==> src/rtl/rsa_pkg.sv <==
// Shared definitions for the RSA modular exponentiation block: FSM states,
// key register selects and the fixed operation latency.
package rsa_pkg;

    typedef enum logic [2:0] {
        IDLE,
        CHECK,
        SQR,
        MUL,
        NEXT,
        DONE
    } state_t;

    localparam logic [1:0] KEY_N = 2'd0;
    localparam logic [1:0] KEY_E = 2'd1;
    localparam logic [1:0] KEY_D = 2'd2;

    // Cycles from the accept edge to out_valid_o for a non-error operation.
    function automatic int latency(input int w, input int ew);
        return 2 + 2 * ew * (w + 1);
    endfunction

endpackage

==> src/rtl/rsa_modexp_modmul.sv <==
// Interleaved radix-2 modular multiplier: p = a*b mod n, one bit of a per
// cycle, MSB first; done pulses W+1 cycles after start.
module rsa_modmul
    import rsa_pkg::*;
#(
    parameter int W = 64
) (
    input  logic         clk,
    input  logic         rst,
    input  logic         start,
    input  logic [W-1:0] a,
    input  logic [W-1:0] b,
    input  logic [W-1:0] n,
    output logic         done,
    output logic [W-1:0] p
);

    localparam int CW = $clog2(W);

    logic [W-1:0]   a_reg;
    logic [W-1:0]   b_reg;
    logic [W-1:0]   n_reg;
    logic [W+1:0]   acc_reg;
    logic [CW-1:0]  cnt_reg;
    logic           run_reg;
    logic           done_reg;

    logic [W+1:0]   n_ext;
    logic [W+1:0]   dbl;
    logic [W+1:0]   dbl_red;
    logic [W+1:0]   sum;
    logic [W+1:0]   acc_next;

    // Both reductions keep acc below n, so 2*acc and acc+b stay under 2n.
    always_comb begin
        n_ext    = {2'b00, n_reg};
        dbl      = acc_reg << 1;
        dbl_red  = (dbl >= n_ext) ? (dbl - n_ext) : dbl;
        sum      = dbl_red + (a_reg[W-1] ? {2'b00, b_reg} : '0);
        acc_next = (sum >= n_ext) ? (sum - n_ext) : sum;
    end

    always_ff @(posedge clk) begin
        if (!rst) begin
            a_reg    <= '0;
            b_reg    <= '0;
            n_reg    <= '0;
            acc_reg  <= '0;
            cnt_reg  <= '0;
            run_reg  <= 1'b0;
            done_reg <= 1'b0;
        end else begin
            done_reg <= 1'b0;
            if (start) begin
                a_reg   <= a;
                b_reg   <= b;
                n_reg   <= n;
                acc_reg <= '0;
                cnt_reg <= CW'(W - 1);
                run_reg <= 1'b1;
            end else if (run_reg) begin
                acc_reg <= acc_next;
                a_reg   <= a_reg << 1;
                if (cnt_reg == '0) begin
                    run_reg  <= 1'b0;
                    done_reg <= 1'b1;
                end else begin
                    cnt_reg <= cnt_reg - 1'b1;
                end
            end
        end
    end

    assign done = done_reg;
    assign p    = acc_reg[W-1:0];

endmodule

==> src/rtl/rsa_modexp.sv <==
// RSA modular exponentiation m^exp mod n, MSB-first square-and-always-multiply
// with a single shared modular multiplier and valid/ready handshakes.
module rsa_modexp
    import rsa_pkg::*;
#(
    parameter int W  = 64,
    parameter int EW = W
) (
    input  logic         clk,
    input  logic         rst,
    input  logic         key_we_i,
    input  logic [1:0]   key_sel_i,
    input  logic [W-1:0] key_data_i,
    input  logic         in_valid_i,
    output logic         in_ready_o,
    input  logic [W-1:0] in_data_i,
    input  logic         in_mode_i,
    output logic         out_valid_o,
    input  logic         out_ready_i,
    output logic [W-1:0] out_data_o,
    output logic         err_o,
    output logic         busy_o
);

    localparam int IW = (EW > 1) ? $clog2(EW) : 1;

    state_t          state_reg;
    state_t          state_next;

    logic [W-1:0]    key_reg [3];
    logic [2:0]      key_wr;

    logic [W-1:0]    n_run_reg;
    logic [W-1:0]    m_run_reg;
    logic [EW-1:0]   exp_run_reg;
    logic [W-1:0]    r_reg;
    logic [IW-1:0]   bit_idx_reg;
    logic            out_valid_reg;
    logic [W-1:0]    out_data_reg;
    logic            err_reg;

    logic            accept;
    logic            check_err;
    logic            exp_bit;
    logic [W-1:0]    one_mod_n;
    logic [W-1:0]    r_step;
    logic [EW-1:0]   exp_sel;

    logic            mul_start;
    logic            mul_done;
    logic [W-1:0]    mul_a;
    logic [W-1:0]    mul_b;
    logic [W-1:0]    mul_n;
    logic [W-1:0]    mul_p;

    genvar gi;
    generate
        for (gi = 0; gi < 3; gi++) begin : g_key_wr
            assign key_wr[gi] = key_we_i && (state_reg == IDLE) && (key_sel_i == 2'(gi));
        end
    endgenerate

    always_ff @(posedge clk) begin
        for (int i = 0; i < 3; i++) begin
            if (!rst) begin
                key_reg[i] <= '0;
            end else if (key_wr[i]) begin
                key_reg[i] <= key_data_i;
            end
        end
    end

    assign accept    = in_valid_i && (state_reg == IDLE);
    assign check_err = (n_run_reg == '0) || (m_run_reg >= n_run_reg);
    assign one_mod_n = (key_reg[KEY_N] == W'(1)) ? '0 : W'(1);
    assign exp_bit   = exp_run_reg[bit_idx_reg];
    assign r_step    = exp_bit ? mul_p : r_reg;
    assign exp_sel   = in_mode_i ? key_reg[KEY_D][EW-1:0] : key_reg[KEY_E][EW-1:0];
    assign mul_n     = (state_reg == IDLE) ? key_reg[KEY_N] : n_run_reg;

    // Each multiply is launched in the cycle before its state is entered, so
    // the first square overlaps CHECK and each later square overlaps NEXT.
    always_comb begin
        state_next = state_reg;
        mul_start  = 1'b0;
        mul_a      = r_reg;
        mul_b      = r_reg;
        case (state_reg)
            IDLE: begin
                if (accept) begin
                    state_next = CHECK;
                    mul_start  = 1'b1;
                    mul_a      = one_mod_n;
                    mul_b      = one_mod_n;
                end
            end
            CHECK: state_next = check_err ? DONE : SQR;
            SQR: begin
                if (mul_done) begin
                    state_next = MUL;
                    mul_start  = 1'b1;
                    mul_a      = mul_p;
                    mul_b      = m_run_reg;
                end
            end
            MUL: begin
                if (mul_done) begin
                    state_next = NEXT;
                    if (bit_idx_reg != '0) begin
                        mul_start = 1'b1;
                        mul_a     = r_step;
                        mul_b     = r_step;
                    end
                end
            end
            NEXT: state_next = (bit_idx_reg == '0) ? DONE : SQR;
            DONE: begin
                if (out_valid_reg && out_ready_i) begin
                    state_next = IDLE;
                end
            end
            default: state_next = IDLE;
        endcase
    end

    always_ff @(posedge clk) begin
        if (!rst) begin
            state_reg     <= IDLE;
            n_run_reg     <= '0;
            m_run_reg     <= '0;
            exp_run_reg   <= '0;
            r_reg         <= '0;
            bit_idx_reg   <= '0;
            out_valid_reg <= 1'b0;
            out_data_reg  <= '0;
            err_reg       <= 1'b0;
        end else begin
            state_reg <= state_next;
            case (state_reg)
                IDLE: begin
                    if (accept) begin
                        n_run_reg   <= key_reg[KEY_N];
                        m_run_reg   <= in_data_i;
                        exp_run_reg <= exp_sel;
                        r_reg       <= one_mod_n;
                        bit_idx_reg <= IW'(EW - 1);
                    end
                end
                CHECK: begin
                    if (check_err) begin
                        out_data_reg <= '0;
                        err_reg      <= 1'b1;
                    end
                end
                SQR: if (mul_done) r_reg <= mul_p;
                MUL: if (mul_done) r_reg <= r_step;
                NEXT: begin
                    if (bit_idx_reg == '0) begin
                        out_data_reg <= r_reg;
                        err_reg      <= 1'b0;
                    end else begin
                        bit_idx_reg <= bit_idx_reg - 1'b1;
                    end
                end
                DONE: begin
                    // Valid rises one cycle after DONE is entered and holds until taken.
                    if (!out_valid_reg) begin
                        out_valid_reg <= 1'b1;
                    end else if (out_ready_i) begin
                        out_valid_reg <= 1'b0;
                    end
                end
                default: ;
            endcase
        end
    end

    rsa_modmul #(
        .W(W)
    ) u_modmul (
        .clk   (clk),
        .rst   (rst),
        .start (mul_start),
        .a     (mul_a),
        .b     (mul_b),
        .n     (mul_n),
        .done  (mul_done),
        .p     (mul_p)
    );

    assign in_ready_o  = (state_reg == IDLE);
    assign out_valid_o = out_valid_reg;
    assign out_data_o  = out_data_reg;
    assign err_o       = err_reg;
    assign busy_o      = (state_reg == CHECK) || (state_reg == SQR) ||
                         (state_reg == MUL)   || (state_reg == NEXT);

endmodule
==> config.mk <==
export PLATFORM = sky130hd
export DESIGN_NAME = rsa_modexp
export DESIGN_NICKNAME = d
export VERILOG_FILES = /design/src/rtl/rsa_pkg.sv /design/src/rtl/rsa_modexp_modmul.sv /design/src/rtl/rsa_modexp.sv
export SDC_FILE = /design/constraint.sdc
export NUM_CORES = 2
export LEC_CHECK = 0
export ABC_AREA = 1
export ABC_CLOCK_PERIOD_IN_PS = 5400
export CELL_PAD_IN_SITES_DETAIL_PLACEMENT = 1
export CELL_PAD_IN_SITES_GLOBAL_PLACEMENT = 1
export CORE_UTILIZATION = 41
export DETAILED_ROUTE_END_ITERATION = 10
export MAX_ROUTING_LAYER = met4
export PLACE_DENSITY = 0.86
export SLEW_MARGIN = 20
export SYNTH_ARGS = -nofsm -noshare
export SYNTH_HDL_FRONTEND = slang
export SYNTH_SLANG_ARGS = --single-unit
==> constraint.sdc <==
create_clock -name clk -period 5.4 [get_ports clk]
set_clock_uncertainty 0.15 [all_clocks]
set_input_delay 1.08 -clock clk [delete_from_list [all_inputs] [get_ports clk]]
set_output_delay 1.08 -clock clk [all_outputs]
set_load 0.03 [all_outputs]
==> flow_summary.json <==
{
  "tritoncts": "yes",
  "cp-end-kind": "register",
  "portBuffers": 203,
  "firstDrtPassIters": 7,
  "slew_violations": 4,
  "hold_depth": 2,
  "r2r_cells": 45,
  "maxCapViolCount": 1,
  "synthFlopType": "dfxtp_1",
  "start_util": 0.414,
  "finalCritPeriodShare": 1.36,
  "htreeDepth": 3,
  "period_needed_ns": 7.37,
  "setup_viol": 129,
  "final_net_count": 9440,
  "worstPathRequired_ns": 5.88,
  "synthArstFlopShare": 0,
  "cts.sinks": 788,
  "grt_remaining_overflow": 0,
  "fp.dieH_um": 358,
  "cts.path.max_buffers": 3,
  "syn2layout_area_growth_pct": 37.9,
  "avgSynthCellArea_um2": 6.69,
  "syn-num-nets": 8162,
  "vias": 66100,
  "critPathMostFrequentCell": "buf_4",
  "antenna_found_initial": 29,
  "cts_root_buf": "clkbuf_16",
  "reg2reg_slack_ns": -1.97,
  "wl_per_cell_um": 29.7,
  "drive_gt1_frac": 0.234,
  "cts-buffers-inserted": 91,
  "synth-edff-count": 192,
  "route.detailed.drc": 0,
  "netlist_area_um2": 51900,
  "r2r_start": "u_modmul.n_reg[2]",
  "crit_fanout": 13,
  "path_class": "register to register",
  "rsz0062_at_grt": "yes",
  "dp_slack_ns": -2.91,
  "place_inst": 10500,
  "largest_register_ffs": 192,
  "top_layer": "met4",
  "ys_types": 60,
  "slew_headroom": -0.359,
  "clk_latency_ns": 0.77,
  "worst-path-buf-inv": 17,
  "arrival_ns": 7.85,
  "drt_iter0_markers": 7596,
  "met3_length_um": 33600,
  "wl_um": 322000,
  "grt_pass1_wl_um": 437000,
  "viasPerCell": 6.11,
  "io_pins": 204,
  "rows": 130,
  "seq_area_frac_synth": 0.341,
  "worst_pin_slew_ns": 2.02,
  "postCtsHoldBufs": 0,
  "drtAntennaViolNets": 0,
  "synth_seq_cells": 788,
  "fin_cells": 10800,
  "startpoint_type": "register",
  "die_area_um2": 128000,
  "critPathTopFamily": "simple AND/OR/NAND/NOR gates",
  "clk_pin_slew_worst_paths_ns": 0.07,
  "place_congestion": 1.07,
  "grtUsageTotal": 0.477,
  "dp_hpwl_um": 228000,
  "drt-met1-wl_um": 120000,
  "cp_slowest_stage_delay_ns": 0.50,
  "hp-class": "register to register",
  "final_cell_mix": "nand2_1, buf_4, nor2_1",
  "fin_ws_ns": -1.97,
  "grt_max_degree": 220,
  "dr_wl_met2_um": 137000,
  "status": "finished with violations",
  "core-area_um2": 126000,
  "crit_slowest_cell": "nor3_4",
  "violations": "capacitance limit, slew limit, setup timing",
  "fp.dieW_um": 358,
  "crit_cells": 45,
  "holdPathEnd": "u_modmul.a_reg[0]",
  "grt_pass1_vias": 65600,
  "max_freq_ghz": 0.136,
  "layout_commonest_cell": "nand2_1",
  "synthCells": 7764,
  "reg2reg_to": "u_modmul.acc_reg[5]",
  "holdCritStartpoint": "u_modmul.a_reg[0]",
  "yosysWarnings": 0,
  "finalHoldViolCount": 0
}
synthesized netlist by cell type (14+ instances only):
master | n | area share
a21boi_0 | 18 | 0.0026
a21o_1 | 30 | 0.0043
a21oi_1 | 741 | 0.071
a31oi_1 | 100 | 0.012
a41oi_1 | 70 | 0.012
and2_1 | 32 | 0.0039
buf_1 | 26 | 0.0019
buf_2 | 24 | 0.0023
buf_6 | 14 | 0.0030
clkbuf_1 | 303 | 0.022
dfxtp_1 | 596 | 0.23
edfxtp_1 | 192 | 0.11
ha_1 | 259 | 0.062
inv_1 | 900 | 0.065
inv_2 | 29 | 0.0021
mux2i_1 | 51 | 0.0098
nand2_1 | 1629 | 0.12
nand3_1 | 420 | 0.040
nand4_1 | 66 | 0.0080
nor2_1 | 980 | 0.071
nor3_1 | 40 | 0.0039
nor4_1 | 31 | 0.0037
o211ai_1 | 32 | 0.0046
o21a_1 | 20 | 0.0029
o21ai_0 | 773 | 0.075
o21ai_1 | 34 | 0.0033
o21bai_1 | 32 | 0.0046
o22ai_1 | 64 | 0.0077
xnor2_1 | 73 | 0.012
xor2_1 | 85 | 0.014
tightest hold or removal path, cell delays in order, from the launching register on:
cell and delay [ns]:
dfxtp_1 0.32, nand2_1 0.06, a21oi_1 0.05
kinds of logic after synthesis:
| kind of cell | Yosys count | synth area share |
|---|---|---|
| compound gates | 1940 | 0.204 |
| flops | 788 | 0.341 |
| mux | 51 | 0.00983 |
| xor+xnor | 158 | 0.0266 |
| fa+ha+maj | 262 | 0.0636 |
| simple gates | 3255 | 0.257 |
| buf+inv | 1310 | 0.0981 |
layer usage:
| layer | global-route usage | up-vias |
|---|---|---|
| li1 | - | 28400 |
| met1 | 0.565 | 32200 |
| met2 | 0.715 | 4117 |
| met3 | 0.108 | 1428 |
| met4 | 0.336 | 0 |
| met5 | - | - |
layout make-up:
type                            count  area [um2]
Fill cell                       15900       54000
Multi-Input combinational cell   5666       32200
Sequential cell                   788       17700
Timing Repair Buffer             1564       12900
Inverter                          931        3530
Clock buffer                      129        2550
Tap cell                         1650        2060
Clock inverter                     37         438
Antenna cell                       46         115
per-stage QoR:
| stage | TNS (ns) | util | cell area (um2) | hold WS [ns] |
|---|---|---|---|---|
| 2_1_floorplan | -0.000269 | - | 52900 | 0.293 |
| 3_3_place_gp | -181.59 | 0.523 | 65700 | 0.303 |
| 3_5_place_dp | -184.06 | 0.523 | 65700 | 0.317 |
| 4_1_cts | -102.58 | 0.559 | 70200 | 0.327 |
| 5_1_grt | -161.74 | 0.570 | 71600 | 0.358 |
| 6_report | -164.94 | 0.570 | 71600 | 0.327 |
how the worst max path moves through the flow:
stage / to / start / slack, ns
after floorplan: u_modmul.acc_reg[0] / u_modmul.n_reg[2] / -0.0003
after global placement: u_modmul.acc_reg[53] / u_modmul.n_reg[23] / -2.88
after detailed placement: u_modmul.acc_reg[62] / u_modmul.n_reg[23] / -2.91
after CTS: u_modmul.acc_reg[11] / u_modmul.n_reg[1] / -1.63
after global routing: u_modmul.acc_reg[41] / u_modmul.n_reg[2] / -2.20
final: u_modmul.acc_reg[5] / u_modmul.n_reg[2] / -1.97
what timing repair did:
action / in CTS / in global routing
pin swaps: 77 / 111
setup endpoints to repair: 65 / 65
resized for setup: 314 / 281
cloned: 3 / 3
setup buffers: 30 / 24
Power is not shown: default switching activity piles up to over one toggle a cycle in this logic, so the estimate is an artifact.
